## src/rtl/calc_pkg.sv

```systemverilog
// Shared calculator types: operator codes, ALU state encoding, default operand width.
// No logic; latency n/a.
// No handshake; consumers import it.
package calc_pkg;

   // Operand width shared by the input parser, this ALU and the result formatter
   localparam int CALC_DATA_WIDTH = 16;

   typedef enum logic [1:0] {
      OP_ADD = 2'b00,
      OP_SUB = 2'b01,
      OP_MUL = 2'b10,
      OP_DIV = 2'b11
   } op_t;

   typedef enum logic [1:0] {
      IDLE = 2'b00,
      CALC = 2'b01,
      DONE = 2'b10
   } alu_state_t;

endpackage

```

## src/rtl/calc_alu_seq_divider.sv

```systemverilog
// Restoring divider step: one quotient bit per enabled cycle, remainder/quotient held here.
// Latency: one bit per i_step; outputs show the value the next step will register.
// No backpressure; the parent sequences i_load/i_step. Built only with CALC_ALU_DIV_EN.
`ifdef CALC_ALU_DIV_EN
module seq_divider #(
   parameter int WIDTH = 16
) (
   input  logic             clk,
   input  logic             rst,
   input  logic             i_load,
   input  logic             i_step,
   input  logic [WIDTH-1:0] i_dividend,
   input  logic [WIDTH-1:0] i_divisor,
   output logic [WIDTH-1:0] o_rem_nxt,
   output logic [WIDTH-1:0] o_quot_nxt
);

   logic [WIDTH-1:0] r_rem;
   logic [WIDTH-1:0] r_quot;
   logic [WIDTH:0]   w_shift;
   logic [WIDTH:0]   w_sub;
   logic             w_ge;

   // Bring down the next dividend bit (MSB of the quotient shift register)
   assign w_shift = {r_rem, r_quot[WIDTH-1]};
   assign w_ge    = (w_shift >= {1'b0, i_divisor});
   assign w_sub   = w_shift - {1'b0, i_divisor};

   // Restored or reduced remainder is always below the divisor, so it fits WIDTH bits
   assign o_rem_nxt  = WIDTH'(w_ge ? w_sub : w_shift);
   assign o_quot_nxt = {r_quot[WIDTH-2:0], w_ge};

   // Partial remainder and quotient shift register
   always_ff @(posedge clk) begin
      if (rst) begin
         r_rem  <= '0;
         r_quot <= '0;
      end else if (i_load) begin
         r_rem  <= '0;
         r_quot <= i_dividend;
      end else if (i_step) begin
         r_rem  <= o_rem_nxt;
         r_quot <= o_quot_nxt;
      end
   end

endmodule
`endif

```

## src/rtl/calc_alu.sv

```systemverilog
// Multi-cycle calculator ALU: add/sub in 1 compute cycle, shift-add mul and restoring div (CALC_ALU_DIV_EN) 1 bit/cycle.
// Latency: done_o 2 edges after start for add/sub/div-by-zero, DATA_WIDTH+1 edges for mul/div.
// No backpressure: start_calc_i is ignored while busy_o is high, nothing is queued.
module calc_alu
   import calc_pkg::*;
#(
   parameter int DATA_WIDTH = CALC_DATA_WIDTH
) (
   input  logic                    clk,
   input  logic                    rst,
   input  logic [DATA_WIDTH-1:0]   num1_i,
   input  logic [DATA_WIDTH-1:0]   num2_i,
   input  logic [1:0]              operator_i,
   input  logic                    start_calc_i,
   output logic                    busy_o,
   output logic [2*DATA_WIDTH-1:0] result_o,
   output logic                    negative_o,
   output logic                    err_o,
   output logic                    done_o
);

   localparam int CW = (DATA_WIDTH > 1) ? $clog2(DATA_WIDTH) : 1;

   alu_state_t              r_state;
   alu_state_t              w_state_nxt;
   logic [DATA_WIDTH-1:0]   r_a;
   logic [DATA_WIDTH-1:0]   r_b;
   op_t                     r_op;
   logic [CW-1:0]           r_cnt;
   logic [2*DATA_WIDTH-1:0] r_acc;
   logic [2*DATA_WIDTH-1:0] r_result;
   logic                    r_neg;
   logic                    r_err;
   logic                    r_done;

   logic                    w_start;
   logic                    w_last;
   logic                    w_long_op;
   logic [DATA_WIDTH:0]     w_sum;
   logic                    w_lt;
   logic [DATA_WIDTH-1:0]   w_diff;
   logic [DATA_WIDTH:0]     w_mul_sum;
   logic [2*DATA_WIDTH-1:0] w_mul_nxt;
   logic [2*DATA_WIDTH-1:0] w_res;
   logic                    w_neg;
   logic                    w_err;

   assign w_start = (r_state == IDLE) && start_calc_i;
   assign w_last  = (r_state == CALC) && (r_cnt == '0);

   // Add/sub on the latched operands; subtract is sign-magnitude
   assign w_sum  = {1'b0, r_a} + {1'b0, r_b};
   assign w_lt   = (r_a < r_b);
   assign w_diff = w_lt ? (r_b - r_a) : (r_a - r_b);

   // Shift-add multiply: accumulator is {partial product, remaining multiplier bits}
   assign w_mul_sum = {1'b0, r_acc[2*DATA_WIDTH-1:DATA_WIDTH]} + (r_acc[0] ? {1'b0, r_b} : '0);
   assign w_mul_nxt = {w_mul_sum, r_acc[DATA_WIDTH-1:1]};

`ifdef CALC_ALU_DIV_EN
   logic [DATA_WIDTH-1:0] w_div_rem;
   logic [DATA_WIDTH-1:0] w_div_quot;
   logic                  w_div_load;
   logic                  w_div_step;

   assign w_div_load = w_start && (op_t'(operator_i) == OP_DIV);
   assign w_div_step = (r_state == CALC) && (r_op == OP_DIV);

   seq_divider #(
      .WIDTH      (DATA_WIDTH)
   ) u_div (
      .clk        (clk),
      .rst        (rst),
      .i_load     (w_div_load),
      .i_step     (w_div_step),
      .i_dividend (num1_i),
      .i_divisor  (r_b),
      .o_rem_nxt  (w_div_rem),
      .o_quot_nxt (w_div_quot)
   );

   // Divide by zero collapses to a single compute cycle
   assign w_long_op = (op_t'(operator_i) == OP_MUL) ||
                      ((op_t'(operator_i) == OP_DIV) && (num2_i != '0));
`else
   assign w_long_op = (op_t'(operator_i) == OP_MUL);
`endif

   // Select the value the output registers take on the final compute edge
   always_comb begin
      w_res = '0;
      w_neg = 1'b0;
      w_err = 1'b0;
      case (r_op)
         OP_ADD: w_res = {{(DATA_WIDTH-1){1'b0}}, w_sum};
         OP_SUB: begin
            w_res = {{DATA_WIDTH{1'b0}}, w_diff};
            w_neg = w_lt;
         end
         OP_MUL: w_res = w_mul_nxt;
         OP_DIV: begin
`ifdef CALC_ALU_DIV_EN
            if (r_b == '0) begin
               w_err = 1'b1;
            end else begin
               w_res = {w_div_rem, w_div_quot};
            end
`else
            w_err = 1'b1;
`endif
         end
         default: ;
      endcase
   end

   // State register
   always_ff @(posedge clk) begin
      if (rst) begin
         r_state <= IDLE;
      end else begin
         r_state <= w_state_nxt;
      end
   end

   // Next-state: IDLE -> CALC on start, CALC -> DONE on last iteration, DONE -> IDLE
   always_comb begin
      w_state_nxt = r_state;
      case (r_state)
         IDLE:    if (start_calc_i) w_state_nxt = CALC;
         CALC:    if (r_cnt == '0)  w_state_nxt = DONE;
         DONE:    w_state_nxt = IDLE;
         default: w_state_nxt = IDLE;
      endcase
   end

   // Operand latch, iteration counter, accumulator and result registers
   always_ff @(posedge clk) begin
      if (rst) begin
         r_a      <= '0;
         r_b      <= '0;
         r_op     <= OP_ADD;
         r_cnt    <= '0;
         r_acc    <= '0;
         r_result <= '0;
         r_neg    <= 1'b0;
         r_err    <= 1'b0;
         r_done   <= 1'b0;
      end else begin
         r_done <= 1'b0;
         if (w_start) begin
            r_a   <= num1_i;
            r_b   <= num2_i;
            r_op  <= op_t'(operator_i);
            r_acc <= {{DATA_WIDTH{1'b0}}, num1_i};
            r_cnt <= w_long_op ? CW'(DATA_WIDTH-1) : '0;
         end else if (r_state == CALC) begin
            r_acc <= w_mul_nxt;
            if (w_last) begin
               r_result <= w_res;
               r_neg    <= w_neg;
               r_err    <= w_err;
               r_done   <= 1'b1;
            end else begin
               r_cnt <= r_cnt - CW'(1);
            end
         end
      end
   end

   assign busy_o     = (r_state != IDLE);
   assign result_o   = r_result;
   assign negative_o = r_neg;
   assign err_o      = r_err;
   assign done_o     = r_done;

endmodule

```

## config.mk

```make
export PLATFORM = sky130hd
export DESIGN_NAME = calc_alu
export DESIGN_NICKNAME = d
export VERILOG_FILES = /design/src/rtl/calc_pkg.sv /design/src/rtl/calc_alu_seq_divider.sv /design/src/rtl/calc_alu.sv
export SDC_FILE = /design/constraint.sdc
export NUM_CORES = 1
export LEC_CHECK = 0
export ABC_CLOCK_PERIOD_IN_PS = 3000
export CORE_MARGIN = 5
export CORE_UTILIZATION = 53
export CTS_CLUSTER_SIZE = 30
export DETAILED_ROUTE_END_ITERATION = 12
export GPL_TIMING_DRIVEN = 1
export HOLD_SLACK_MARGIN = 0.1
export PLACE_DENSITY = 0.78
export SLEW_MARGIN = 25
export SYNTH_ARGS = -nofsm -noshare
export SYNTH_HDL_FRONTEND = slang
export SYNTH_SLANG_ARGS = --single-unit
```

## constraint.sdc

```tcl
create_clock -name clk -period 3 [get_ports clk]
set_clock_uncertainty 0.1 [all_clocks]
set_input_delay 0.6 -clock clk [delete_from_list [all_inputs] [get_ports clk]]
set_output_delay 0.6 -clock clk [all_outputs]
set_load 0.03 [all_outputs]
```

== Yosys cells after proc, flatten, opt, wreduce, memory -nomap -nowiden ==
Cells that the tools add are included.

* Add/sub/neg operators: 5
* Magnitude comparators: 1
* Equal/unequal tests: 8
* Muxes and demuxes: 15
* Bitwise gates (word level): 2
* Reduce and logical (&&, ||, !) cells: 12

{| class="wikitable"
|+ Operator list
! operator !! number
|-
| $pmux 32 s3 || 1
|-
| $mux 16 || 4
|-
| $add 16x16->17 || 2
|-
| $sub 16x16->16 || 2
|-
| $lt 16x16->1 || 1
|-
| $mux 4 || 4
|-
| $eq 2x2->1 const B || 3
|-
| $ne 2x2->1 const B || 3
|-
| $eq 2x1->1 const B || 2
|-
| $logic_not 2->1 || 2
|-
| $logic_not 4->1 || 1
|-
| $mux 2 || 2
|-
| $pmux 2 s2 || 1
|-
| $reduce_and 2->1 || 2
|-
| $reduce_bool 2->1 || 2
|-
| $sub 4x1->4 const B || 1
|-
| $mux 1 || 3
|-
| $reduce_and 3->1 || 1
|-
| $reduce_or 3->1 || 1
|-
| $logic_and 1x1->1 || 2
|-
| $not 1->1 || 2
|-
| $reduce_or 2->1 || 1
|}

* Register bits: 107
* Input bits: 37
* Output and inout bits: 36
* Logic and storage cells: 54

== Depth between registers and ports, before layout ==
* Word-level depth: 5
* Depth in mapped cells: 14
* Gate-level depth less buffers: 12

== Least setup slack after synthesis ==
Ideal clock, no wire load.

* Kind: register to register
* Start: reg r_a[0]
* End: reg r_result[8] (netlist: result_o[8])
* Library setup time: 0.086 ns
* Arrival: 2.770 ns
* Required time: 2.814 ns
* Setup slack: 0.045 ns
* Cell stages (with the launch flop): 14
* Buffers on the path: 1
* Period minus slack after synthesis: 2.955 ns
* Path through: dfxtp_1 inv_1 ha_1 inv_1 fa_1 a211oi_2 o21bai_1 o211a_1 or3_1 buf_6 nor4_1 o211ai_1 and3_1 a211oi_1

* Longest elaborated chain between the ends: 3
* Elaborated cells on any way between the ends: 6
* Classes of those cells: add/sub (3); order compare (1); mux (2)

{| class="wikitable"
|+ RTL lines
! item !! RTL line !! text
|-
| from (decl) || calc_alu.sv:26 || <nowiki>logic [DATA_WIDTH-1:0] r_a;</nowiki>
|-
| from (signal assigned) || calc_alu.sv:151 || <nowiki>r_a <= num1_i;</nowiki>
|-
| $sub 16x16->16 or $lt 16x16->1 (tied branches) || calc_alu.sv:54, calc_alu.sv:53 ||
|-
| $mux 16 || calc_alu.sv:54 || <nowiki>assign w_diff = w_lt ? (r_b - r_a) : (r_a - r_b);</nowiki>
|-
| $pmux 32 s3 (*) || calc_alu.sv:94 || <nowiki>case (r_op)</nowiki>
|-
| to (signal assigned) || calc_alu.sv:159 || <nowiki>r_result <= w_res;</nowiki>
|-
| to (decl) || calc_alu.sv:31 || <nowiki>logic [2*DATA_WIDTH-1:0] r_result;</nowiki>
|}

Every way passes the cells marked *; elsewhere a longest branch is shown, timed or not.
A chain may end at the register's enable or synchronous reset.

== Final worst setup path ==
* Start: reg r_a[0]
* End: reg r_result[4] (netlist: result_o[4])

The elaborated chain is that of the path after synthesis.

==> results.txt <==
Top-area cell type share of the netlist area: 29.6%
Hold_sp: r_acc[26]
Critical Path Start: r_a[0]
Fraction of power spent switching nets: 37.0%
Clock sinks: 107
Cell Rows: 42
Crit Path Max Fanout: 4
Slew @ Worst Pin: 0.723 ns
RR Startpoint: r_a[0]
Clock power frac: 26.5%
Initial DRC count: 650
Initial Utilization: 54.3%
Die X: 127 um
Placed cell count: 1263
Finished Layout Cells: 1281
Layout cell share with drive strength beyond 1: 16.2%
Mapped Nets: 1073
Max IR drop VDD: 0.424 mV
Core area: 13300 sq um
Clk slew on worst S/H paths: 0.07 ns
Synth Area per Inst: 7.51 sq um
Post-synthesis sequential area ratio: 29.6%
Tmin final: 2.99 ns
CTS Hold Buffers Added: 0
Largest net degree at the start of global routing: 65
Comb power frac: 40.3%
Number of global-route vias before repair: 7205
NetSw: 1.80 mW
DRC Markers: 0
Syn Std Cell Area: 7250 sq um
TritonCTS clock tree: done
Register area: 2150 sq um
Unrepaired setup endpoints after global routing: yes
Global-route wire length before repair: 36.4 mm
Yosys Warn Count: 0
Diodes inserted: 0
Rel. slew slack: 51.7%
Status: completed
Initial antenna violation count: 0
FMAX: 334 MHz
Most common cell after layout, fill and taps aside: nand2_1
Hold Crit Class: reg -> reg
Clk_lat worst skew: 0.37 ns
Final Max Tran Viols: 0
GP Congestion: 0.985
DP HPWL: 17.1 mm
Pwr dens: 522 nW/um^2
Ports: 73
Layout net count: 1208
Post-Synthesis Cells: 965
Startpoint types: register
DIE AREA: 16100 sq um
Clk buf depth: 2
Final setup viols: 0
Footprint of the multi-input gates: 4870 sq um
Synth-to-layout area growth: 28.8%
CTS Buf Count: 9
Port Buffers: 72
Critical path capture point type: register
Commonest non-fill, non-tap cells in the layout: nand2_1, a21oi_1, buf_4
CP Data Arrival Time: 3.13 ns
Global routing usage summed across all routing layers: 27.9%
Most area-consuming cells after synthesis: dfxtp_1, ha_1, nand2_1
Total grt overflow: 0
Asr flop ratio synth: 0%
Hold Fails Final Rpt: 0
Initial DRT Pass Iterations: 6
Post-synth EDFFs: 0
Flop pwr share: 33.1%
H-tree levels: 3
Setup Crit Path Kind: reg -> reg
Leak Pwr: 3.92 nW
Max-Cap Viols: 0
Synth area leader: dfxtp_1
Drt total wl: 23.3 mm
Seq cells post-synth: 107
Crit share post-route: 99.7%
Vias after detailed routing: 7561
Routed Antenna Nets: 0
Filler cells: 1119
Clk root buf: clkbuf_16
Avg WL per Cell: 18.2 um
Vias per std cell: 5.90
Most used DFF post-synth: dfxtp_1
Pwr Total: 4.88 mW
Post-synth cell types: 65
Internal power: 3.07 mW
Die height: 127 um
Critical path data required time: 3.14 ns
==> repair_timing <==
item,4_1_cts,5_1_grt
endpoints found under the setup margin,13,22
pin swaps,1,27
gates resized for setup,10,54
endpoints found under the hold margin,0,0
buffers inserted,0,2
==> critical path, stage by stage, from the launching register on <==
cell      delay, ns
dfxtp_2        0.33
inv_2          0.07
ha_4           0.12
inv_2          0.03
fa_2           0.37
a211oi_2       0.22
o21bai_1       0.10
o211a_1        0.24
buf_6          0.12
nor3_4         0.27
mux2i_1        0.32
mux2_4         0.33
a22oi_2        0.17
a211oi_2       0.08
==> power groups by stage <==
stage	combinational, mW	sequential (mW)	clock [mW]
4_1_cts	1.79	1.61	1.31
2_1_floorplan	1.05	1.68	0
3_5_place_dp	1.76	1.64	0
5_1_grt	2.11	1.63	1.36
3_3_place_gp	1.75	1.64	0
6_report	1.97	1.62	1.29
==> cell usage after synthesis (all sizes together), types with 13 or more instances <==
cell type,count
clkbuf,44
o21ai,40
a31oi,18
nor3,24
nand2,177
a211oi,15
nor2,71
dfxtp,107
and2,22
inv,55
xnor2,20
ha,67
nand3,17
a21oi,107
a21o,13
==> through the flow <==
stage / area (sq um) / util [%] / TNS [ns] / hold slack (ns) / worst slack (ns)
6_report: 9330 / 69.9 / 0 / 0.359 / 0.00758
3_3_place_gp: 8750 / 65.6 / -0.353 / 0.336 / -0.143
3_5_place_dp: 8750 / 65.6 / -0.660 / 0.348 / -0.117
2_1_floorplan: 7250 / - / 0 / 0.336 / 0.0445
5_1_grt: 9330 / 69.9 / -0.568 / 0.387 / -0.121
4_1_cts: 9100 / 68.2 / 0 / 0.364 / 0.00592
==> layer usage <==
layer,track usage [%],up-vias,part of all wire [%]
met5,0,-,0
met4,10.9,0,2.8
met3,4.29,56,6.7
met2,47.0,314,48
met1,36.1,3570,42
li1,-,3621,-
==> flip-flops by register name (all words and copies together) (netlist names) <==
signal / cells
r_state: 2
r_cnt: 4
result_o: 32
r_op: 2
negative_o: 1
r_b: 16
r_a: 16
r_acc: 32
err_o: 1
done_o: 1
==> final timing paths <==
| path | to | slack (ns) | cells past startpoint |
|---|---|---|---|
| setup / recovery | result_o[4] | 0.008 | 13 |
| hold / removal | r_acc[26] | 0.36 | 2 |
| setup reg to reg | result_o[4] | 0.008 | 13 |
| hold reg to reg | r_acc[26] | 0.36 | 2 |
==> area by class of cell <==
cell class,instances,share of cell area (%)
Tap cell,176,2.36
Clock buffer,10,2.56
Multi-Input combinational cell,746,52.2
Inverter,56,2.25
Timing Repair Buffer,180,16.6
Clock inverter,6,0.885
Sequential cell,107,23.1
==> logic make-up after synthesis <==
| logic type | synth area share [%] |
|---|---|
| XOR/XNOR | 3.26 |
| multiplexers | 1.97 |
| AO/OA/AOI/OAI | 23.5 |
| adder cells (fa/ha/maj) | 12.7 |
| AND/OR/NAND/NOR | 22.8 |
| flip-flops | 29.6 |
| buffers and inverters | 6.23 |
Note: power is estimated with default switching activity, not from simulation.
